==> src/rtl/counter_pkg.sv <==
// Shared definitions for the counter slice.
// Default width and the matching count type.
package counter_pkg;

   localparam int WIDTH_DEFAULT = 8;

   typedef logic [WIDTH_DEFAULT-1:0] count_t;

   // Reduce a step amount to the counter width.
   function automatic logic [31:0] step_mod(
      input int step,
      input int width
   );
      logic [31:0] mask;
      mask = (width >= 32) ? 32'hFFFF_FFFF
                           : ((32'd1 << width) - 32'd1);
      return 32'(step) & mask;
   endfunction

endpackage

==> src/rtl/counter_next.sv <==
// Combinational next-count and wrap logic.
// Priority: clear, load, enabled step, hold.
module counter_next
   import counter_pkg::*;
#(
   parameter int                WIDTH       = WIDTH_DEFAULT,
   parameter int                STEP        = 1,
   parameter logic [WIDTH-1:0] RESET_VALUE = '0
) (
   input  logic [WIDTH-1:0] count,
   input  logic             en,
   input  logic             clr,
   input  logic             load,
   input  logic [WIDTH-1:0] load_value,
   input  logic             down,
   output logic [WIDTH-1:0] next_count,
   output logic             next_wrap
);

   localparam logic [31:0]      STEP_M = step_mod(STEP, WIDTH);
   localparam logic [WIDTH-1:0] STEP_W = STEP_M[WIDTH-1:0];
   localparam logic [WIDTH:0]   STEP_X = {1'b0, STEP_W};

   logic [WIDTH:0] sum;
   logic [WIDTH:0] diff;

   // Carry/borrow land in the extra top bit and flag the wrap.
   always_comb begin
      sum        = {1'b0, count} + STEP_X;
      diff       = {1'b0, count} - STEP_X;
      next_count = count;
      next_wrap  = 1'b0;
      if (clr) begin
         next_count = RESET_VALUE;
      end else if (load) begin
         next_count = load_value;
      end else if (en) begin
         if (down) begin
            next_count = diff[WIDTH-1:0];
            next_wrap  = diff[WIDTH];
         end else begin
            next_count = sum[WIDTH-1:0];
            next_wrap  = sum[WIDTH];
         end
      end
   end

endmodule

==> src/rtl/counter_8bit.sv <==
// Free-running up/down counter with wrap pulse.
// Holds the count and wrap registers only.
module counter_8bit
   import counter_pkg::*;
#(
   parameter int                WIDTH       = WIDTH_DEFAULT,
   parameter int                STEP        = 1,
   parameter logic [WIDTH-1:0] RESET_VALUE = '0
) (
   input  logic             clk,
   input  logic             rst_n      = 1'b1,
   input  logic             en         = 1'b1,
   input  logic             clr        = 1'b0,
   input  logic             load       = 1'b0,
   input  logic [WIDTH-1:0] load_value = '0,
   input  logic             down       = 1'b0,
   output logic [WIDTH-1:0] counter_output,
   output logic             wrap
);

   logic [WIDTH-1:0] next_count;
   logic             next_wrap;

   counter_next #(
      .WIDTH       (WIDTH),
      .STEP        (STEP),
      .RESET_VALUE (RESET_VALUE)
   ) u_next (
      .count      (counter_output),
      .en         (en),
      .clr        (clr),
      .load       (load),
      .load_value (load_value),
      .down       (down),
      .next_count (next_count),
      .next_wrap  (next_wrap)
   );

   // Count and wrap registers; reset drops them at once.
   always_ff @(posedge clk or negedge rst_n) begin
      if (!rst_n) begin
         counter_output <= RESET_VALUE;
         wrap           <= 1'b0;
      end else begin
         counter_output <= next_count;
         wrap           <= next_wrap;
      end
   end

endmodule

==> config.mk <==
export PLATFORM = sky130hd
export DESIGN_NAME = counter_8bit
export DESIGN_NICKNAME = d
export VERILOG_FILES = /design/src/rtl/counter_pkg.sv /design/src/rtl/counter_next.sv /design/src/rtl/counter_8bit.sv
export SDC_FILE = /design/constraint.sdc
export NUM_CORES = 1
export LEC_CHECK = 0
export ABC_AREA = 1
export CORE_MARGIN = 2
export CORE_UTILIZATION = 40
export CTS_BUF_LIST = sky130_fd_sc_hd__clkbuf_8 sky130_fd_sc_hd__clkbuf_16
export CTS_CLUSTER_DIAMETER = 60
export DETAILED_ROUTE_END_ITERATION = 10
export PLACE_DENSITY = 0.71
export SETUP_SLACK_MARGIN = 0.05
export SLEW_MARGIN = 20
export SYNTH_ARGS = -nofsm -noshare
export SYNTH_HDL_FRONTEND = slang
export SYNTH_HIERARCHICAL = 1
export SYNTH_SLANG_ARGS = --single-unit
==> constraint.sdc <==
create_clock -name clk -period 1.7 [get_ports clk]
set_input_delay 0.255 -clock clk [delete_from_list [all_inputs] [get_ports clk]]
set_output_delay 0.255 -clock clk [all_outputs]
set_load 0.005 [all_outputs]
## Word level (Yosys, flattened, before mapping)

Index checks and enable logic that the tools add are counted.

| storage, ports and cells | value |
|---|---|
| output and inout bits | 9 |
| flip-flop bits (word level) | 9 |
| logic and storage cells | 13 |

| cells by class | value |
|---|---|
| reduce and logical (&&, ||, !) cells | 1 |
| multiplexer cells | 8 |
| add/sub/neg operators | 2 |

Operators with widths:

| kind | number |
|---|---|
| two-way mux 8 bit | 4 |
| adder 8 x 1 -> 9 bit (second input constant) | 1 |
| subtractor 8 x 1 -> 9 bit (second input constant) | 1 |
| two-way mux 1 bit | 4 |
| nonzero test 3 bit | 1 |

## Depth between registers and ports, before layout

Gate-level depths: netlist of run 1.

| depth | value |
|---|---|
| depth after elaboration | 5 |
| gate-level depth with buffers | 10 |
| mapped depth without buffers | 10 |

## By module

Netlist of run 1, hierarchy kept.

Modules (own cells, without submodules):

| module | sequential area each (um2) | area each (um2) | instances | cells each |
|---|---|---|---|---|
| counter_next | 0.0 | 496.7 | 1 | 105 |
| counter_8bit | 225.2 | 225.2 | 1 | 9 |

## Least setup slack after synthesis of run 1

No wires, ideal clock.

| timing | value |
|---|---|
| kind | register to register |
| start | register counter_output[0] |
| end | register counter_output[4] |
| period minus slack after synthesis | 1.290 ns |
| arrival | 1.173 ns |
| path slack | 0.410 ns |
| stages on the path, launching flop included | 10 |
| buffers on the path | 0 |
| cell sequence | dfrtp_1 -> inv_1 -> ha_1 -> nand2_1 -> a21oi_4 -> nand2_2 -> nand2_1 -> nand2_1 -> o21ai_1 -> inv_1 |

| on the way | value |
|---|---|
| word-level cells in the longest chain between the ends | 5 |

Ends and longest elaborated chain:

| what | line | text |
|---|---|---|
| start, declared | counter_8bit.sv:17 | `output logic [WIDTH-1:0] counter_output,` |
| start signal, assigned | counter_8bit.sv:45 | `counter_output <= next_count;` |
| adder 8 x 1 -> 9 bit or subtractor 8 x 1 -> 9 bit (tied branches) | counter_next.sv:29, counter_next.sv:30 |  |
| two-way mux 8 bit (*) | counter_next.sv:38 | `if (down) begin` |
| two-way mux 8 bit (*) | counter_next.sv:37 | `end else if (en) begin` |
| two-way mux 8 bit (*) | counter_next.sv:35 | `end else if (load) begin` |
| two-way mux 8 bit (*) | counter_next.sv:33 | `if (clr) begin` |
| via next_count[4] | counter_8bit.sv:21 | `logic [WIDTH-1:0] next_count;` |

The timed path passes the listed nets; every way through them passes the cells marked *. The select of a mux whose other input is x is not followed.
A chain may end at the register's enable or synchronous reset.

## Worst setup path after layout of run 1

| timing | value |
|---|---|
| start | register counter_output[3] |
| end | output counter_output[3] |

No word-level cell between the ends.

==> metrics.md, run 1 <==
| Metric | Value |
|---|---|
| Outcome | finished, final reports clean |
| Worst min path class | input pin to async pin |
| CTS root buffer | clkbuf_8 |
| Most frequent cells after synthesis | nor2_1, nand2_1, inv_1, dfrtp_1, o21ai_0 |
| Most Crowded Layer GR | met1 |
| Routed WL | 1812 um |
| Setup Buffers After CTS | 0 |
| Ys async rst share | 100.0% |
| GP Congestion | 0.9069 |
| Max_cap viols | 0 |
| Starting Density | 42.27% |
| Most used flip-flop cell after synthesis | dfrtp_1 |
| Slowest CP cell | clkdlybuf4s50_1 |
| Yosys warns | 6 |
| Synthesized area per cell | 6.333 um^2 |
| Crit-path leading delay family | buffers and inverters |
| Die height | 46.49 um |
| DR DRC count | 0 |
| Fmax | 648.9 MHz |
| Vias | 789 |
| Setup crit start kind | flop |
| Least-Margin Pin Slew | 0.4471 ns |
| Worst r2r src | counter_output[0] |
| Max-slew violations | 0 |
| Max stage delay on crit path | 0.56 ns |
| ANT cells | 0 |
| Slew Limit Headroom | 70.10% |
| Most frequent cell after synthesis | nor2_1 |
| Antenna Violating Nets Remaining | 0 |
| Synth Cell Area | 721.9 um^2 |
| Die area | 2161 um^2 |
| Synth top area cells | dfrtp_1, nor2_1, nand2_1 |
| I/O Buffers | 22 |
| Gr ovfl total | 0 |
| GR Util met3 | 4.314% |
| Register area share after synthesis | 31.20% |
| Worst path arrival time | 1.29 ns |
| Post-Synthesis Cells | 114 |
| Layout Area Growth over Synthesis | 41.42% |
| Leak Pwr | 0.5153 nW |
| Int Power | 0.0004873 W |
| Combinational Power Share | 27.7% |
| Iteration-0 DRC Markers | 37 |
| Cells along the critical path | clkdlybuf4s50_1 |
| # hold bufs at CTS | 0 |
| Width of the die | 46.49 um |
| Initial antenna violation count | 0 |
| Fin worst setup slack | 0.1590 ns |
| Bufs on Longest Clock Path | 2 |
| Setup WS pre-CTS | 0.09089 ns |
| Post-synthesis adder-cell area fraction | 3.466% |
| Worst-path fanout max | 8 |
| NetSw | 0.0002103 W |
| Core area | 1708 um^2 |
| Worst Setup SP | counter_output[3] |
| Final hold viol count | 0 |
| Leading area contributor after synthesis | dfrtp_1 |
| Mapped Nets | 130 |
| Peak supply drop | 0.4578 mV |
| Vias in the first global route | 684 |
| Final TNS setup | 0 ns |
| Compound-cell area share of the yosys netlist | 14.90% |
| TritonCTS buffer count | 3 |
| Switching Share | 30.15% |
| Drt wl/cell | 10.98 um |
| Tmin final | 1.541 ns |
| Pre-antenna DRT Iters | 4 |
| Clk pwr share | 35.7% |
| Drt via density | 4.782 |
| Clock skew | 0.001135 ns |
| Final setup vio count | 0 |
| Pwr/cell area | 683.3 nW/um^2 |
| Setup crit end kind | output pin |
| Post-CTS sizing | 0 |
| GR Util met1 | 28.50% |
| Filler cells | 164 |
| Clock Sinks | 9 |
| GRT Overall Usage | 20.22% |
| Critical path type | flop to output pin |
| First-pass GRT wire length | 3001 um |
| CP bufs+invs | 1 |
| RSZ-0062 raised after global routing | no |
| Sequential share of power | 36.7% |
| Req. time, crit path | 1.44 ns |
| Synth Register Bits | 9 |
| Largest family of logic cells by synthesized area | simple AND/OR/NAND/NOR gates |
| Clk_lat worst skew | 0.23 ns |
| Reg clk slew, reported paths | 0.05 ns |
| Post-DP HPWL | 1374 um |
| Nets | 157 |
| Post-synth EDFFs | 0 |
| Num ports | 23 |
| Post-synthesis mux area share | 0% |
| Share of layout cells above drive strength 1 | 7.857% |
| GR Util met2 | 27.78% |
| CTS H-tree depth | 1 |
| TritonCTS clock tree | yes |
| Synth Area in Simple Gates | 35.88% |
| Area share of the largest cell type after synthesis | 31.20% |
| Yosys cell types | 20 |
| Xor/xnor cell area share of the yosys netlist | 2.426% |
| Largest net degree at the start of global routing | 14 |
| Final period util | 90.65% |
| # rows | 15 |
## routing by layer
layer | vias to the layer above | wire length (um)
met2 | 22 | 818
li1 | 408 | -
met5 | - | 0
met1 | 357 | 876
met3 | 2 | 106
met4 | 0 | 10
## cell type report
type	instances	area [um^2]	share of cell area (%)
repair buffers	25	242.7	23.77
flip-flops and latches	9	225.2	22.06
inverters	18	67.56	6.618
well taps	25	31.28	3.064
clock buffers	3	41.29	4.044
clock inverters	1	3.754	0.3676
multi-input cells	84	409.1	40.07
## per-stage QoR
step | util (%) | hold WS, ns | cell area, um^2 | total power, W | cells
4_1_cts | 59.78 | 0.3496 | 1021 | 0.0007038 | 165
6_report | 59.78 | 0.3363 | 1021 | 0.0006976 | 165
2_1_floorplan | - | -0.04059 | 721.9 | 0.0003592 | 114
3_3_place_gp | 57.14 | 0.5984 | 975.9 | 0.0004482 | 161
3_5_place_dp | 57.14 | 0.6003 | 975.9 | 0.0004504 | 161
5_1_grt | 59.78 | 0.3761 | 1021 | 0.0007416 | 165
## cell usage in the layout (no fill, tap or decap), drive strengths merged, types with 3 or more instances in the layout
master and instances:
a21oi 5, buf 3, clkbuf 3, clkdlybuf4s50 22
dfrtp 9, inv 19, nand2 26, nand3 7
nor2 25, o21ai 12
## power groups by stage
| stage | clock (W) | combinational (W) | sequential (W) |
|---|---|---|---|
| 6_report | 0.000249 | 0.000193 | 0.000256 |
| 4_1_cts | 0.000255 | 0.000193 | 0.000256 |
| 3_5_place_dp | 0 | 0.000191 | 0.000259 |
| 3_3_place_gp | 0 | 0.000190 | 0.000258 |
| 2_1_floorplan | 0 | 0.000105 | 0.000255 |
| 5_1_grt | 0.000265 | 0.000217 | 0.000259 |
## flip-flops by register name, summed over array words and instances (netlist names)
signal          flops
counter_output      8
wrap                1
## kinds of logic (layout without fill, tap and decap cells)
| kind of cell | Yosys count | count (layout) |
|---|---|---|
| AO/OA/AOI/OAI | 18 | 18 |
| XOR/XNOR | 2 | 2 |
| adder cells (fa/ha/maj) | 2 | 2 |
| buffers and inverters | 21 | 47 |
| flip-flops | 9 | 9 |
| AND/OR/NAND/NOR | 62 | 62 |
## worst paths after layout
kind,end,slack (ns),cells after the start
min in group clk,counter_output[5],0.64,4
setup reg to reg,counter_output[4],0.24,9
hold reg to reg,counter_output[5],0.64,4
hold / removal,counter_output[2],0.34,1
max in group asynchronous,counter_output[4],1.06,1
setup / recovery,counter_output[3],0.16,1
(Power assumes the default switching activity.)
==> inputs of run 2 (changes only) <==
CAP_MARGIN = 25   (was unset)
PLACE_DENSITY = 0.7   (was 0.71)
SYNTH_HIERARCHICAL = unset   (was 1)
==> metrics.md, run 2 <==
| Metric | Value |
|---|---|
| Antenna Violating Nets Remaining | 0 (unchanged) |
| Most frequent cell after synthesis | nand2_1 (was nor2_1) |
| Nets | 163 (was 157) |
| Max stage delay on crit path | 0.56 ns (about the same) |
| Setup crit start kind | flop (unchanged) |
| Max-slew violations | 0 (unchanged) |
| CP Depth | 1 (unchanged) |
| Slew Limit Headroom | 70.06% (was 70.10%) |
| Die area | 2219 um^2 (was 2161 um^2) |
| Synthesized area per cell | 6.193 um^2 (was 6.333 um^2) |
| Crit-path leading delay family | buffers and inverters (unchanged) |
| Slowest CP cell | clkdlybuf4s50_1 (unchanged) |
| Bufs on Longest Clock Path | 2 (unchanged) |
| Mapped Nets | 136 (was 130) |
| Worst min path class | input pin to async pin (unchanged) |
| Synth Cell Area | 743.2 um^2 (was 721.9 um^2) |
| Core area | 1745 um^2 (was 1708 um^2) |
| Tmin final | 1.536 ns (was 1.541 ns) |
| Pwr/cell area | 696.4 nW/um^2 (was 683.3 nW/um^2) |
| Num ports | 23 (unchanged) |
| Pre-antenna DRT Iters | 4 (unchanged) |
| Largest net degree at the start of global routing | 11 (was 14) |
| Least-Margin Pin Slew | 0.4477 ns (was 0.4471 ns) |
| Ys async rst share | 100.0% (unchanged) |
| Largest Register | counter_output (unchanged) |
| Drt wl/cell | 10.87 um (was 10.98 um) |
| Final TNS setup | 0 ns (unchanged) |
| Final hold viol count | 0 (unchanged) |
| Most frequent cells after synthesis | nand2_1, nor2_1, nand3_1, inv_1, dfrtp_1 (was nor2_1, nand2_1, inv_1, dfrtp_1, o21ai_0) |
| Fmax | 651.1 MHz (was 648.9 MHz) |
| Max reg flops | 8 (unchanged) |
| Final period util | 90.35% (was 90.65%) |
| Final setup vio count | 0 (unchanged) |
| Gr ovfl total | 0 (unchanged) |
| ANT cells | 0 (unchanged) |
| Most used flip-flop cell after synthesis | dfrtp_1 (unchanged) |
| Yosys warns | 0 (was 6) |
| I/O Buffers | 22 (unchanged) |
| Post-synth EDFFs | 0 (unchanged) |
| Vias in the first global route | 646 (was 684) |
| DR DRC count | 0 (unchanged) |
| Filler cells | 172 (was 164) |
| Reg clk slew, reported paths | 0.05 ns (about the same) |
| Layout Area Growth over Synthesis | 42.26% (was 41.42%) |
| Clock skew | 0.003760 ns (was 0.001135 ns) |
| CTS root buffer | clkbuf_8 (unchanged) |
| Clock Sinks | 9 (unchanged) |
| Die height | 47.11 um (was 46.49 um) |
| Commonest non-fill, non-tap cell in the layout | nand2_1 (was nor2_1) |
| Commonest non-fill, non-tap cells in the layout | nand2_1, clkdlybuf4s50_1, nor2_1 (was nor2_1, nand2_1, clkdlybuf4s50_1) |
| Width of the die | 47.11 um (was 46.49 um) |
| Synth Register Bits | 9 (unchanged) |
| Synth top area cells | dfrtp_1, nand2_1, nand3_1 (was dfrtp_1, nor2_1, nand2_1) |
| Leading area contributor after synthesis | dfrtp_1 (unchanged) |
| Setup crit end kind | output pin (unchanged) |
| Cells along the critical path | clkdlybuf4s50_1 (unchanged) |
| Req. time, crit path | 1.44 ns (about the same) |
| Worst-path fanout max | 9 (was 8) |
| Vias | 835 (was 789) |
| Max_cap viols | 0 (unchanged) |
| Starting Density | 42.58% (was 42.27%) |
| Iteration-0 DRC Markers | 20 (was 37) |
| Drt via density | 4.883 (was 4.782) |
| CP bufs+invs | 1 (unchanged) |
| Hold Slack | 0.3337 ns (was 0.3363 ns) |
| Outcome | finished, final reports clean (unchanged) |
| TritonCTS clock tree | yes (unchanged) |
| Area share of the largest cell type after synthesis | 30.30% (was 31.20%) |
| Worst path arrival time | 1.28 ns (was 1.29 ns) |
| Post-DP HPWL | 1441 um (was 1374 um) |
| Yosys cell types | 21 (was 20) |
| Setup Buffers After CTS | 0 (unchanged) |
| Non-Filler Instances | 171 (was 165) |
| Share of layout cells above drive strength 1 | 13.01% (was 7.857%) |
| RSZ-0062 raised after global routing | no (unchanged) |
| Clk_lat worst skew | 0.24 ns (was 0.23 ns) |
| TritonCTS buffer count | 3 (unchanged) |
| Critical path type | flop to output pin (unchanged) |
| Dpl cells | 167 (was 161) |
| Reg2reg path depth | 8 (was 9) |
| CTS H-tree depth | 1 (unchanged) |
| Post-Synthesis Cells | 120 (was 114) |
| Peak supply drop | 0.4315 mV (was 0.4578 mV) |
| Biggest regs | counter_output x8, wrap x1 (unchanged) |
| GP Congestion | 0.8320 (was 0.9069) |
| Routed WL | 1859 um (was 1812 um) |
| GRT Overall Usage | 18.14% (was 20.22%) |
| # rows | 15 (unchanged) |
| Initial antenna violation count | 0 (unchanged) |
| Register area share after synthesis | 30.30% (was 31.20%) |
| Leak Pwr | 0.5190 nW (was 0.5153 nW) |
| First-pass GRT wire length | 2780 um (was 3001 um) |
-- run 2: path summary, 6_finish.rpt --
check                                    endpoint  slack, ns               from
worst max-delay path            counter_output[3]       0.16  counter_output[3]
worst min-delay path            counter_output[2]       0.33              rst_n
max in group asynchronous       counter_output[7]       1.06              rst_n
min in group clk                             wrap       0.55  counter_output[7]
worst min register to register               wrap       0.55  counter_output[7]
worst max register to register  counter_output[2]       0.25  counter_output[0]
-- run 2: power by group --
part	internal (W)	switching, W
clock	0.000158	0.0000923
sequential	0.000234	0.0000291
combinational	0.000114	0.000109
-- run 2: final cells by class --
type / instances / area [um^2] / area share [%]
multi-input combinational: 95 / 451.7 / 42.72
timing repair buffer: 25 / 255.2 / 24.14
sequential: 9 / 225.2 / 21.30
inverter: 13 / 48.80 / 4.615
clock buffer: 3 / 41.29 / 3.905
tap: 25 / 31.28 / 2.959
clock inverter: 1 / 3.754 / 0.3550
-- run 2: cells by family after synthesis --
family | count (synthesis) | share of synthesized area, %
simple gates | 80 | 47.81
buf+inv | 16 | 9.258
flops | 9 | 30.30
compound gates | 13 | 9.258
fa+ha+maj | 2 | 3.366
-- run 2: metrics by stage --
step                instance area (um^2)  total power [W]  utilization (%)  setup WS (ns)
floorplan                          743.2        0.0003809                -         0.4089
global placement                    1010        0.0004836            57.85        0.03888
detailed placement                  1010        0.0004865            57.85       0.005086
CTS                                 1055        0.0007342            60.43         0.1725
global route                        1057        0.0007775            60.57         0.1234
finish                              1057        0.0007363            60.57         0.1641
-- run 2: timing repair --
item / CTS / global route
hold buffers: 0 / 0
gates resized for setup: 0 / 1
endpoints found under the setup margin: 0 / 2
-- run 2: layer usage --
metal,share of wire (%),track usage [%],wire (um),up-vias
met5,0,0,0,-
met4,2.1,10.00,39,0
met3,6.8,2.308,126,5
met2,46,28.22,851,37
met1,45,24.19,842,361
li1,-,-,-,432
